## src/rtl/i2c_host_master.sv

```systemverilog
// i2c_host_master: byte-level I2C initiator driving open-drain SCL/SDA enables from a start/byte/stop command stream.
module i2c_host_master #(
  parameter int CLOCKFREQ = 50000000,
  parameter int I2CFREQ   = 400000
) (
  input  logic       clock_sig,
  input  logic       reset_sig,
  input  logic       cmd_valid,
  output logic       cmd_ready,
  input  logic       cmd_start,
  input  logic       cmd_stop,
  input  logic       cmd_read,
  input  logic       cmd_nack,
  input  logic [7:0] cmd_data,
  output logic       rsp_valid,
  output logic [7:0] rsp_data,
  output logic       rsp_nack,
  output logic       busy,
  output logic       bus_held,
  input  logic       scl_in,
  input  logic       sda_in,
  output logic       scl_oe,
  output logic       sda_oe
);
  localparam int DIV_RAW = CLOCKFREQ / (I2CFREQ * 4);
  localparam int DIV = DIV_RAW < 1 ? 1 : DIV_RAW;
  localparam int CW = $clog2(DIV + 1);
  localparam logic [CW-1:0] LAST = CW'(DIV - 1);
  typedef enum logic [2:0] {IDLE, START, BYTE, STOP, DONE} state_t;
  state_t state_q, state_d;
  logic [CW-1:0] cnt_q, cnt_d;
  logic [1:0] ph_q, ph_d;
  logic [3:0] bit_q, bit_d;
  logic [7:0] data_q, data_d, sh_q, sh_d, rsp_data_q, rsp_data_d;
  logic stop_q, stop_d, read_q, read_d, nack_q, nack_d, ack_q, ack_d, held_q, held_d;
  logic rsp_valid_q, rsp_valid_d, rsp_nack_q, rsp_nack_d;
  logic stretch, hold, tick, last, accept, sample, quiet, bit_sda;
  always_ff @(posedge clock_sig) begin
    if (reset_sig) begin
      state_q     <= IDLE;
      cnt_q       <= '0;
      ph_q        <= '0;
      bit_q       <= '0;
      data_q      <= '0;
      sh_q        <= '0;
      stop_q      <= 1'b0;
      read_q      <= 1'b0;
      nack_q      <= 1'b0;
      ack_q       <= 1'b0;
      held_q      <= 1'b0;
      rsp_valid_q <= 1'b0;
      rsp_data_q  <= '0;
      rsp_nack_q  <= 1'b0;
    end else begin
      state_q     <= state_d;
      cnt_q       <= cnt_d;
      ph_q        <= ph_d;
      bit_q       <= bit_d;
      data_q      <= data_d;
      sh_q        <= sh_d;
      stop_q      <= stop_d;
      read_q      <= read_d;
      nack_q      <= nack_d;
      ack_q       <= ack_d;
      held_q      <= held_d;
      rsp_valid_q <= rsp_valid_d;
      rsp_data_q  <= rsp_data_d;
      rsp_nack_q  <= rsp_nack_d;
    end
  end
  always_comb begin
    // phases where SCL is released wait for the target to let it rise
    stretch = (state_q == BYTE && ph_q == 2'd2) || ((state_q == START || state_q == STOP) && ph_q == 2'd1);
    hold    = stretch && !scl_in;
    tick    = !hold && cnt_q == LAST;
    last    = tick && ph_q == 2'd3;
    quiet   = state_q == IDLE || state_q == DONE;
    accept  = cmd_valid && state_q == IDLE;
    sample  = state_q == BYTE && ph_q == 2'd2 && tick;
    cnt_d   = (quiet || tick) ? '0 : hold ? cnt_q : cnt_q + CW'(1);
    ph_d    = quiet ? 2'd0 : ph_q + 2'(tick);
    bit_d   = state_q == BYTE ? bit_q + 4'(last) : 4'd0;
    state_d = state_q;
    unique case (state_q)
      IDLE:    state_d = accept ? (cmd_start ? START : BYTE) : IDLE;
      START:   state_d = last ? BYTE : START;
      BYTE:    state_d = (last && bit_q == 4'd8) ? (stop_q ? STOP : DONE) : BYTE;
      STOP:    state_d = last ? DONE : STOP;
      default: state_d = IDLE;
    endcase
    data_d      = accept ? cmd_data : data_q;
    stop_d      = accept ? cmd_stop : stop_q;
    read_d      = accept ? cmd_read : read_q;
    nack_d      = accept ? cmd_nack : nack_q;
    sh_d        = (sample && !bit_q[3]) ? {sh_q[6:0], sda_in} : sh_q;
    ack_d       = (sample && bit_q[3]) ? sda_in : ack_q;
    held_d      = (state_q == START && last) ? 1'b1 : (state_q == STOP && last) ? 1'b0 : held_q;
    rsp_valid_d = state_q == DONE;
    rsp_data_d  = state_q == DONE ? sh_q : rsp_data_q;
    rsp_nack_d  = state_q == DONE ? ack_q : rsp_nack_q;
  end
  always_comb begin
    bit_sda   = bit_q[3] ? (read_q && !nack_q) : (!read_q && !data_q[~bit_q[2:0]]);
    scl_oe    = state_q == START ? (ph_q == 2'd0 || ph_q == 2'd3) :
                state_q == BYTE  ? !ph_q[1] :
                state_q == STOP  ? ph_q == 2'd0 : held_q;
    sda_oe    = state_q == START ? ph_q[1] :
                state_q == BYTE  ? bit_sda :
                state_q == STOP  ? !ph_q[1] : 1'b0;
    cmd_ready = state_q == IDLE;
    busy      = state_q != IDLE;
    rsp_valid = rsp_valid_q;
    rsp_data  = rsp_data_q;
    rsp_nack  = rsp_nack_q;
    bus_held  = held_q;
  end
endmodule

```

## config.mk

```make
export PLATFORM = sky130hd
export DESIGN_NAME = i2c_host_master
export DESIGN_NICKNAME = d
export VERILOG_FILES = /design/src/rtl/i2c_host_master.sv
export SDC_FILE = /design/constraint.sdc
export NUM_CORES = 1
export LEC_CHECK = 0
export BUFFER_PORTS_ARGS = -buffer_cell sky130_fd_sc_hd__buf_2
export CAP_MARGIN = 10
export CORE_MARGIN = 10
export CORE_UTILIZATION = 40
export DETAILED_ROUTE_END_ITERATION = 10
export SYNTH_ARGS = -nofsm -noshare
export SYNTH_HDL_FRONTEND = slang
export SYNTH_SLANG_ARGS = --single-unit
```

## constraint.sdc

```tcl
create_clock -name clock_sig -period 1.85 [get_ports clock_sig]
set_input_delay 0.0925 -clock clock_sig [delete_from_list [all_inputs] [get_ports clock_sig]]
set_output_delay 0.0925 -clock clock_sig [all_outputs]
set_load 0.01 [all_outputs]
```

# == Yosys cells after proc, flatten, opt, wreduce, memory -nomap -nowiden ==
# Index checks and enable logic that the tools add are counted.
# totals
register_bits,45
out_inout_bits,15
# classes
addsub,3
magnitude_cmp,1
n_eq_ne,9
n_mux,18
n_bitwise,2
n_reduce_logical,33
# op_table
op,count
logical AND 1 bit,14
case mux 3 bit (4 select lines),1
2-to-1 mux 1 bit,10
2-to-1 mux 3 bit,3
zero test 1 bit,7
"== test 3 x 2 -> 1 bit, second input constant",2
2-to-1 mux 2 bit,3
OR reduction 2 bit,3
"adder 5 x 1 -> 5 bit, second input constant",1
"== test 5 bit, second input constant",1
logical OR 1 bit,5
adder 4 x 1 -> 4 bit,1
"== test 2 bit, second input constant",2
"== test 4 bit, second input constant",1
"less-than comparator 3 x 4 -> 1 bit, second input constant",1
binary-select mux 1 bit (select 3 bit),1
"== test 3 x 1 -> 1 bit, second input constant",1
"== test 3 bit, second input constant",1
zero test 3 bit,1
NOT 3 bit,1
nonzero test 3 bit,1
adder 2 x 1 -> 2 bit,1
"== test 2 x 1 -> 1 bit, second input constant",1
zero test 2 bit,1
2 further kinds,2

# == Logic depth before layout (Yosys ltp) ==
# Gate-level depths: netlist (run 1).
# logic_depth
word_depth,11
depth_mapped,10
mapped_depth_nobuf,9

# == Worst setup path before layout (run 1) ==
# No wires, ideal clock.
# synth_path
kind,reg2reg
startpoint,register ph_q[1]
endpoint,register bit_q[1]
setup_time_ns,0.115
arrival_ns,1.799
t_required_ns,1.735
path_slack_ns,-0.064
path_stages_with_launch,10
cell_sequence,dfxtp_1 inv_1 ha_1 nor4bb_2 a21o_1 buf_4 nor2_1 ha_1 ha_1 and3_1
# synth_via
elab_chain_cells,8
elab_cells_between_ends,11
cone_classes,1 x add/sub; 3 x eq/ne; 7 x reduce/logical
# synth_rtl
element,line_no,text
"start, declared",32,"logic [1:0] ph_q, ph_d;"
"start signal, assigned",57,ph_q <= ph_d;
== test 2 bit / == test 2 x 1 -> 1 bit (equally long branches),73,stretch = (state_q == BYTE && ph_q == 2'd2) || ((state_q == START || state_q == STOP) && ph_q == 2'd1);
logical AND 1 bit,73,
logical OR 1 bit,73,
logical AND 1 bit,74,hold = stretch && !scl_in;
zero test 1 bit,75,tick = !hold && cnt_q == LAST;
logical AND 1 bit,75,
logical AND 1 bit (*),76,last = tick && ph_q == 2'd3;
adder 4 x 1 -> 4 bit (*),82,bit_d = state_q == BYTE ? bit_q + 4'(last) : 4'd0;
"end signal, assigned",58,bit_q <= bit_d;
"end, declared",33,"logic [3:0] bit_q, bit_d;"
# Mark *: on every way between the ends. The rest lies on a longest branch, timed or not.
# A chain may end at the register's enable or synchronous reset.

# == Worst setup path after layout (run 1) ==
# layout_path
startpoint,register cnt_q[0]
endpoint,register state_q[1]
# layout_via
elab_chain_cells,6
elab_cells_between_ends,8
cone_classes,1 x eq/ne; 4 x mux; 3 x reduce/logical
# layout_rtl
element,line_no,text
"start, declared",31,"logic [CW-1:0] cnt_q, cnt_d;"
"start signal, assigned",56,cnt_q <= cnt_d;
== test 5 bit (*),75,
logical AND 1 bit (*),75,
logical AND 1 bit (*),76,
logical AND 1 bit,87,BYTE: state_d = (last && bit_q == 4'd8) ? (stop_q ? STOP : DONE) : BYTE;
2-to-1 mux 3 bit,87,
case mux 3 bit (4 select lines) (*),84,unique case (state_q)
"end signal, assigned",55,state_q <= state_d;
"end, declared",30,"state_t state_q, state_d;"
# Marked as above.

==> qor.yml, run 1 <==
outcome: "finished, final reports clean"
cts_tree: "built"
cts.sinks: 45
clock.fmax_mhz: 569
gp_congestion: 0.848
crit_end: "state_q[1]$_SDFF_PP0_"
dr.max_layer_used: "met4"
grt_max_degree: 20
r2r_end: "state_q[1]$_SDFF_PP0_"
cp_slowest_cell: "o311ai_0"
regArea_um2: 915
fp-row-count: 26
p_int_mw: 1.36
path_clk_slew_ps: 90
powerDensity_nw_per_um2: 709
overflow: 0
drv_slew: 0
cp-startpoint: "cnt_q[0]$_SDFFE_PP0N_"
yosysSeqAreaShare: 0.433
gr-usage-all-layers: 0.107
vias: 1732
p_sw_frac: 0.262
clk_latency_ps: 300
synth_nets: 264
fin_setup_tns_ps: 0
cts_max_level: 2
p_seq_frac: 0.546
grt_pass1_wl_um: 7690
antenna_left: 0
hold_class: "input port to register"
relSlewSlack: 0.651
cp.required_ps: 2050
synth-edff-count: 0
whs_path_depth: 3
vdd_drop_max_v: 0.000394
whs_ps: 20.3
crit_chain: "inv_1, ha_1, nand4_1, o311ai_0, o221ai_1, o21a_1"
synth_top_area_cell: "dfxtp_1"
drt-pass1-iter-count: 4
wire_per_inst_um: 12.5
period_needed_ps: 1760
synth-async-reset-ratio: 0
nets: 313
yosysMostFrequentCell: "nand2_1"
syn_inst: 238
power_mw: 1.84
start_util: 0.410
crit_fanout: 3
io_pins: 32
dpl.hpwl_um: 3290
die-height_um: 92.1
min_period_over_period: 0.950
max_cap_viol_count: 0
cts_root_buf: "clkbuf_8"
filler_cell_count: 516
wl_met3_um: 274
post-route-drc-count: 0
wl_met2_um: 1910
die_area_um2: 8490
pwr-share-clk: 0.346
core_area_um2: 5070
drt_iter0_markers: 50
holdBufCountCts: 0
synthDistinctLibCells: 46
power_frac_comb: 0.108
worst_slew_pin_slew_ps: 510
max_stage_delay_ps: 480
ys.flop_type: "dfxtp_1"
clockBufferDepth: 2
post-route-util: 0.511
ys_ff_latch: 45
synth.area.top_cells: "dfxtp_1, nand2_1, a21oi_1"
worstRegToRegCells: 6
die_w_um: 92.1
r2r_slack_ps: 90
met1_length_um: 2250
skew_ps: 10.3
antenna_cells: 0
wl_um: 4470
r2r-start: "cnt_q[0]$_SDFFE_PP0N_"
area_growth_pct: 24.5
synth_top_cell_area_share: 0.433
setup_violations: 0
cts_inserted_buffers: 5
avgViaCountPerCell: 4.84
arrival_ps: 1960
syn_area_per_cell_um2: 8.75
yosys-top-cells-count: "nand2_1, dfxtp_1, a21oi_1, nor2_1, mux2i_1"
port_buffers: 31
leakagePower_nw: 1.05
start_kind: "register"
antenna_found_initial: 0
p_switching_uw: 482
critPathKind: "register to register"
hold_viol: 0
drive_above_1_share: 0.292
syn_area_um2: 2080
cp-end-kind: "register"
multi_input_area_um2: 1110
ys.warnings.count: 0
grt_pass1_vias: 1747
rsz0062_at_grt: "true"
-- cell families (layout without fill, tap and decap cells) --
family / Yosys count / count (layout) / share of synthesized area
AOI/OAI and AO/OA: 43 / 43 / 0.123
xor gates and xnor gates: 7 / 7 / 0.0294
adders and majority gates: 9 / 9 / 0.0541
buffers and inverters: 20 / 70 / 0.0463
DFF: 45 / 45 / 0.433
muxes: 12 / 12 / 0.0697
and+or+nand+nor: 102 / 102 / 0.245
-- area by class of cell --
class,instances,share of cell area
clock buffer,5,0.0265
clock inverter,3,0.00965
inverter,7,0.0101
multi-input combinational,173,0.429
sequential,45,0.353
tap,70,0.0338
timing repair buffer,55,0.139
-- repair_timing --
item,CTS,global route
cloned,0,0
buffers inserted,0,11
gates resized for setup,2,15
endpoints found under the setup margin,1,14
pin swaps,0,2
-- per-layer routing --
metal	global-route usage	up-vias
li1	-	914
met1	0.130	776
met2	0.171	35
met3	0.0448	7
met4	0.0270	0
met5	0	-
-- worst max-delay path: cells and delay by family, from the launching register on --
family / cells / cell delay, ps
compound gates: 3 / 910
fa+ha+maj: 1 / 170
buf+inv: 1 / 90
flops: 1 / 330
simple gates: 1 / 160
-- registers in the layout (all words and copies together), names as in the netlist --
register / flops
data_q: 8
ph_q: 2
state_q: 3
ack_q: 1
sh_q: 8
read_q: 1
rsp_valid: 1
bus_held: 1
bit_q: 4
rsp_data: 8
rsp_nack: 1
nack_q: 1
cnt_q: 5
stop_q: 1
-- metrics by stage --
| step | std cells | instance area (µm²) | setup slack, ps |
|---|---|---|---|
| floorplan | 238 | 2090 | 61.7 |
| global placement | 339 | 2370 | 83.7 |
| detailed placement | 339 | 2370 | 51.2 |
| CTS | 347 | 2470 | 8.77 |
| global route | 358 | 2590 | -50.9 |
| finish | 358 | 2590 | 92.0 |
-- power by group through the flow --
stage / logic (mW) / clock network (mW) / registers [mW]
CTS: 0.193 / 0.661 / 1.01
global route: 0.226 / 0.694 / 1.01
finish: 0.200 / 0.636 / 1.00
floorplan: 0.125 / 0 / 1.03
detailed placement: 0.191 / 0 / 1.03
global placement: 0.192 / 0 / 1.03
-- cell usage in the layout, fill, tap and decap left out, types with 4 or more instances in the layout --
master    Yosys  layout
clkbuf_8      0       5
buf_2         5      31
nand3_1       4       4
ha_1          9       6
nand2_1      49      49
inv_1         6       6
buf_4         2      20
a21oi_1      25      25
o21ai_0       6       6
nor2_1       21      20
dfxtp_1      45      40
mux2i_1      10      10
xnor2_1       5       5
-- worst min path at each step --
stage | start | endpoint | slack, ps
2_1_floorplan | cmd_data[0] | data_q[0]$_SDFFE_PP0P_ | 230
3_3_place_gp | cmd_nack | nack_q$_SDFFE_PP0P_ | 330
3_5_place_dp | cmd_data[5] | data_q[5]$_SDFFE_PP0P_ | 340
4_1_cts | cmd_data[5] | data_q[5]$_SDFFE_PP0P_ | 10
5_1_grt | cmd_data[6] | data_q[6]$_SDFFE_PP0P_ | 30
6_report | cmd_data[5] | data_q[5]$_SDFFE_PP0P_ | 20
(Power assumes the default switching activity.)
==> run 2: changes to the inputs <==
Settings changed: ABC_CLOCK_PERIOD_IN_PS from default to 1850, PLACE_DENSITY from default to 0.61.
==> run 2 against run 1 <==
  * Fmax shrank 1.3%
  * Design area shrank 3.2%
  * Worst hold slack is essentially flat
==> qor.yml, run 2 (synthesis results as in run 1) <==
powerDensity_nw_per_um2: 724  # +2.1%
filler_cell_count: 531  # +2.9%
cp-end-kind: "register"
cts_inserted_buffers: 5  # unchanged
gr-usage-all-layers: 0.106  # -0.00158
crit_fanout: 6  # +3
cts.sinks: 45  # unchanged
gp_congestion: 0.800  # -5.7%
cts_tree: "built"
path_clk_slew_ps: 90  # about the same
whs_ps: 20.2  # -0.0756 ps
period_needed_ps: 1780  # +23.1 ps
arrival_ps: 1960  # about the same
post-route-drc-count: 0  # unchanged
core_area_um2: 5070  # unchanged
cts_root_buf: "clkbuf_8"
min_period_over_period: 0.963  # +0.0125
whs_path_depth: 3  # unchanged
drt_iter0_markers: 52  # +4.0%
critPathKind: "register to register"
skew_ps: 8.19  # -2.09 ps
max_stage_delay_ps: 500  # +20 ps
holdBufCountCts: 0  # unchanged
drt-pass1-iter-count: 4  # unchanged
final_cell_mix: "nand2_1, dfxtp_1, buf_2"
start_kind: "register"
rsz0062_at_grt: "true"
fp-row-count: 26  # unchanged
wire_per_inst_um: 12.4  # -0.87%
dpl.hpwl_um: 3220  # -2.1%
clockBufferDepth: 2  # unchanged
cp_slowest_cell: "a2111oi_0"
antenna_found_initial: 0  # unchanged
grt_pass1_vias: 1642  # -6.0%
cts_max_level: 2  # unchanged
die_area_um2: 8490  # unchanged
nets: 305  # -2.6%
grt_pass1_wl_um: 7530  # -2.0%
hold_class: "input port to register"
avgViaCountPerCell: 4.79  # -1.0%
worstRegToRegCells: 7  # +1
leakagePower_nw: 1.00  # -4.3%
vdd_drop_max_v: 0.000358  # -9.3%
area_growth_pct: 20.6
setup_violations: 0  # unchanged
final_common_cell: "nand2_1"
crit_chain: "inv_1, ha_1, nor4bb_4, buf_4, a2111oi_0, xnor2_1, nor2_1"
drive_above_1_share: 0.261  # -0.0310
start_util: 0.410  # unchanged
clk_latency_ps: 300  # about the same
grt_max_degree: 20  # unchanged
port_buffers: 31  # unchanged
preCtsSetupSlack_ps: 15.3  # -35.9 ps
max_cap_viol_count: 0  # unchanged
die-height_um: 92.1  # unchanged
clock.fmax_mhz: 561  # -1.3%
io_pins: 32  # unchanged
worst_slew_pin_slew_ps: 520  # +9.71 ps
drv_slew: 0  # unchanged
antenna_left: 0  # unchanged
cp.required_ps: 2030  # -20 ps
finalWorstSetupSlack_ps: 68.9  # -23.1 ps
vias: 1676  # -3.2%
overflow: 0  # unchanged
die_w_um: 92.1  # unchanged
outcome: "finished, final reports clean"
relSlewSlack: 0.645  # -0.00664
wl_um: 4340  # -3.1%
antenna_cells: 0  # unchanged
hold_viol: 0  # unchanged
[run 2: cell count changes in the layout (fill, tap and decap cells not counted), sizes merged]
cell	change
buf	-8
inv	-1
clkinv	+1
[run 2: cell type report]
class	count	area, µm²	area share
clock buffers	5	68.8	0.0274
clock inverters	3	21.3	0.00847
inverters	7	26.3	0.0105
multi-input cells	173	1110	0.441
flip-flops and latches	45	908	0.362
well taps	70	87.6	0.0349
repair buffers	47	292	0.116
[run 2: through the flow]
stage,cell area (µm²),utilization,std cells,setup TNS (ps),total power [mW]
CTS,2470,0.488,348,0,1.84
floorplan,2090,-,238,0,1.15
global placement,2380,0.469,340,0,1.22
detailed placement,2380,0.469,340,0,1.22
global route,2510,0.495,350,-62.4,1.92
finish,2510,0.495,350,0,1.82
[run 2: metal layers]
layer | vias to the layer above | routed length, µm | GRT usage
met4 | 0 | 49 | 0.0411
met2 | 39 | 1850 | 0.155
met1 | 738 | 2150 | 0.136
li1 | 892 | - | -
met5 | - | 0 | 0
met3 | 7 | 285 | 0.0407
[run 2: path summary, 6_finish.rpt]
kind | slack, ps | to | startpoint
worst min-delay path | 20 | data_q[1]$_SDFFE_PP0P_ | cmd_data[1]
worst max register to register | 70 | cnt_q[4]$_SDFFE_PP0N_ | ph_q[1]$_SDFF_PP0_
worst max-delay path | 70 | cnt_q[4]$_SDFFE_PP0N_ | ph_q[1]$_SDFF_PP0_
worst min register to register | 450 | rsp_data[5]$_SDFFE_PP0P_ | rsp_data[5]$_SDFFE_PP0P_
[run 2: worst max-delay path: cells and delay by family (launching register included)]
family,cells,cell delay (ps)
compound gates,1,500
flops,1,390
buf+inv,2,210
simple gates,2,200
fa+ha+maj,1,190
xor+xnor,1,170
[run 2: report_power, final]
group | switching (mW) | internal, mW | total (mW) | leakage [nW]
clock network | 0.350 | 0.268 | 0.619 | 0.0445
registers | 0.0178 | 0.990 | 1.01 | 0.367
logic | 0.102 | 0.0892 | 0.191 | 0.592
[run 2: timing repair]
action	in CTS	in global routing
setup buffers	0	2
pin swaps	0	1
setup endpoints to repair	2	7
gates resized for setup	2	9
==> run 3: changes to the inputs <==
Settings changed: CORE_ASPECT_RATIO from default to 1.4.
==> run 3 against run 2 <==
  * Die area grew 0.49%
  * First-iteration DRC count grew 120%
  * Core utilization shrank 0.56 points
  * Sequential cell count is the same
  * Wire length grew 6.8%
  * Cell count shrank 2.0%
  * Critical endpoint is now cnt_q[3]$_SDFFE_PP0N_
  * Sequential power is essentially flat
==> qor.yml, run 3 (synthesis results as in run 1) <==
critPathKind: "register to register"
gp_congestion: 0.870  # +8.8%
period_needed_ps: 1780  # -4.44 ps
grt_pass1_wl_um: 8000  # +6.1%
hold_viol: 0  # unchanged
area_growth_pct: 20.3
overflow: 0  # unchanged
crit_fanout: 6  # unchanged
vias: 1718  # +2.5%
antenna_cells: 0  # unchanged
cp_slowest_cell: "dfxtp_4"
cp.required_ps: 2080  # +50 ps
post-route-drc-count: 0  # unchanged
cts.sinks: 45  # unchanged
max_stage_delay_ps: 390  # -110 ps
cts_root_buf: "clkbuf_8"
core_area_um2: 5120  # +0.89%
holdBufCountCts: 0  # unchanged
post-route-util: 0.489  # -0.00557
start_kind: "register"
cts_inserted_buffers: 5  # unchanged
worst_slew_pin_slew_ps: 482  # -37.8 ps
avgViaCountPerCell: 5.01  # +4.6%
antenna_found_initial: 0  # unchanged
preCtsSetupSlack_ps: 53.1  # +37.8 ps
clock.fmax_mhz: 563  # +0.25%
io_pins: 32  # unchanged
skew_ps: 7.85  # -0.334 ps
drt_iter0_markers: 112  # +120%
arrival_ps: 2010  # +50 ps
fin_setup_tns_ps: 0  # unchanged
instances_no_fill: 343  # -2.0%
nets: 303  # -0.66%
gr-usage-all-layers: 0.116  # +0.0108
cts_tree: "built"
fp-row-count: 31  # +19%
die_area_um2: 8530  # +0.49%
dpl.hpwl_um: 3490  # +8.4%
hold_class: "input port to register"
clockBufferDepth: 2  # unchanged
grt_pass1_vias: 1744  # +6.2%
drive_above_1_share: 0.260  # -0.000786
wl_um: 4630  # +6.8%
max_cap_viol_count: 0  # unchanged
die-height_um: 105  # +14%
outcome: "finished, final reports clean"
path_clk_slew_ps: 90  # about the same
leakagePower_nw: 0.994  # -0.93%
die_w_um: 81.0  # -12%
setup_violations: 0  # unchanged
vdd_drop_max_v: 0.000472  # +32%
drv_slew: 0  # unchanged
filler_cell_count: 541  # +1.9%
clk_latency_ps: 300  # about the same
cp-end-kind: "register"
finalWorstSetupSlack_ps: 73.4  # +4.44 ps
final_cell_mix: "nand2_1, dfxtp_1, buf_2"
relSlewSlack: 0.670  # +0.0258
final_common_cell: "nand2_1"
place_inst: 332  # -2.4%
wire_per_inst_um: 13.5  # +9.0%
rsz0062_at_grt: "true"
min_period_over_period: 0.960  # -0.00240
drt-pass1-iter-count: 4  # unchanged
cts_max_level: 2  # unchanged
powerDensity_nw_per_um2: 766  # +5.7%
grt_max_degree: 21  # +5.0%
crit_chain: "inv_2, ha_2, nor4bb_4, a21o_1, buf_6, buf_4, or3_1, a21oi_1"
start_util: 0.407  # -0.00361
antenna_left: 0  # unchanged
port_buffers: 31  # unchanged
[run 3: layer usage]
layer  vias to the layer above  track usage  wire [µm]
met5                         -            0          0
met4                         0       0.0620        128
met3                        10       0.0306        197
met2                        23        0.195       2330
met1                       796        0.129       1980
li1                        889            -          -
[run 3: layout make-up]
cell class                      instances  area [µm²]  area share
Clock inverter                          2        35.0      0.0140
Timing Repair Buffer                   45         277       0.110
Multi-Input combinational cell        173        1110       0.442
Tap cell                               66        82.6      0.0330
Inverter                                7        26.3      0.0105
Sequential cell                        45         908       0.363
Clock buffer                            5        68.8      0.0275
[run 3: worst paths after layout]
kind | from | to | slack, ps | cells past startpoint
max | ph_q[1]$_SDFF_PP0_ | cnt_q[3]$_SDFFE_PP0N_ | 70 | 8
min | cmd_data[3] | data_q[3]$_SDFFE_PP0P_ | 30 | 3
max reg2reg | ph_q[1]$_SDFF_PP0_ | cnt_q[3]$_SDFFE_PP0N_ | 70 | 8
min reg2reg | rsp_data[7]$_SDFFE_PP0P_ | rsp_data[7]$_SDFFE_PP0P_ | 450 | 2
[run 3: per-stage QoR]
step | cell area, µm² | hold slack, ps | total power [mW]
after floorplan | 2090 | 228 | 1.15
after global placement | 2350 | 337 | 1.22
after detailed placement | 2350 | 343 | 1.22
after CTS | 2460 | 20.3 | 1.94
after global routing | 2500 | 21.7 | 2.00
final | 2500 | 28.5 | 1.92
[run 3: critical path: cells and delay by family (launching register included)]
| kind | cells | cell delay (ps) |
|---|---|---|
| flops | 1 | 390 |
| buf+inv | 3 | 320 |
| fa+ha+maj | 1 | 160 |
| simple gates | 2 | 500 |
| compound gates | 2 | 340 |
[run 3: report_power, final]
part           total, mW  switching, mW  internal (mW)
clock              0.723          0.330          0.393
sequential          1.01         0.0188          0.990
combinational      0.186          0.102         0.0833
[run 3: what timing repair did]
item                                   CTS  global route
gates resized for setup                  1            12
setup endpoints to repair                1             8
buffers inserted                         1             3
pin swaps                                1             2
endpoints found under the hold margin    0             0
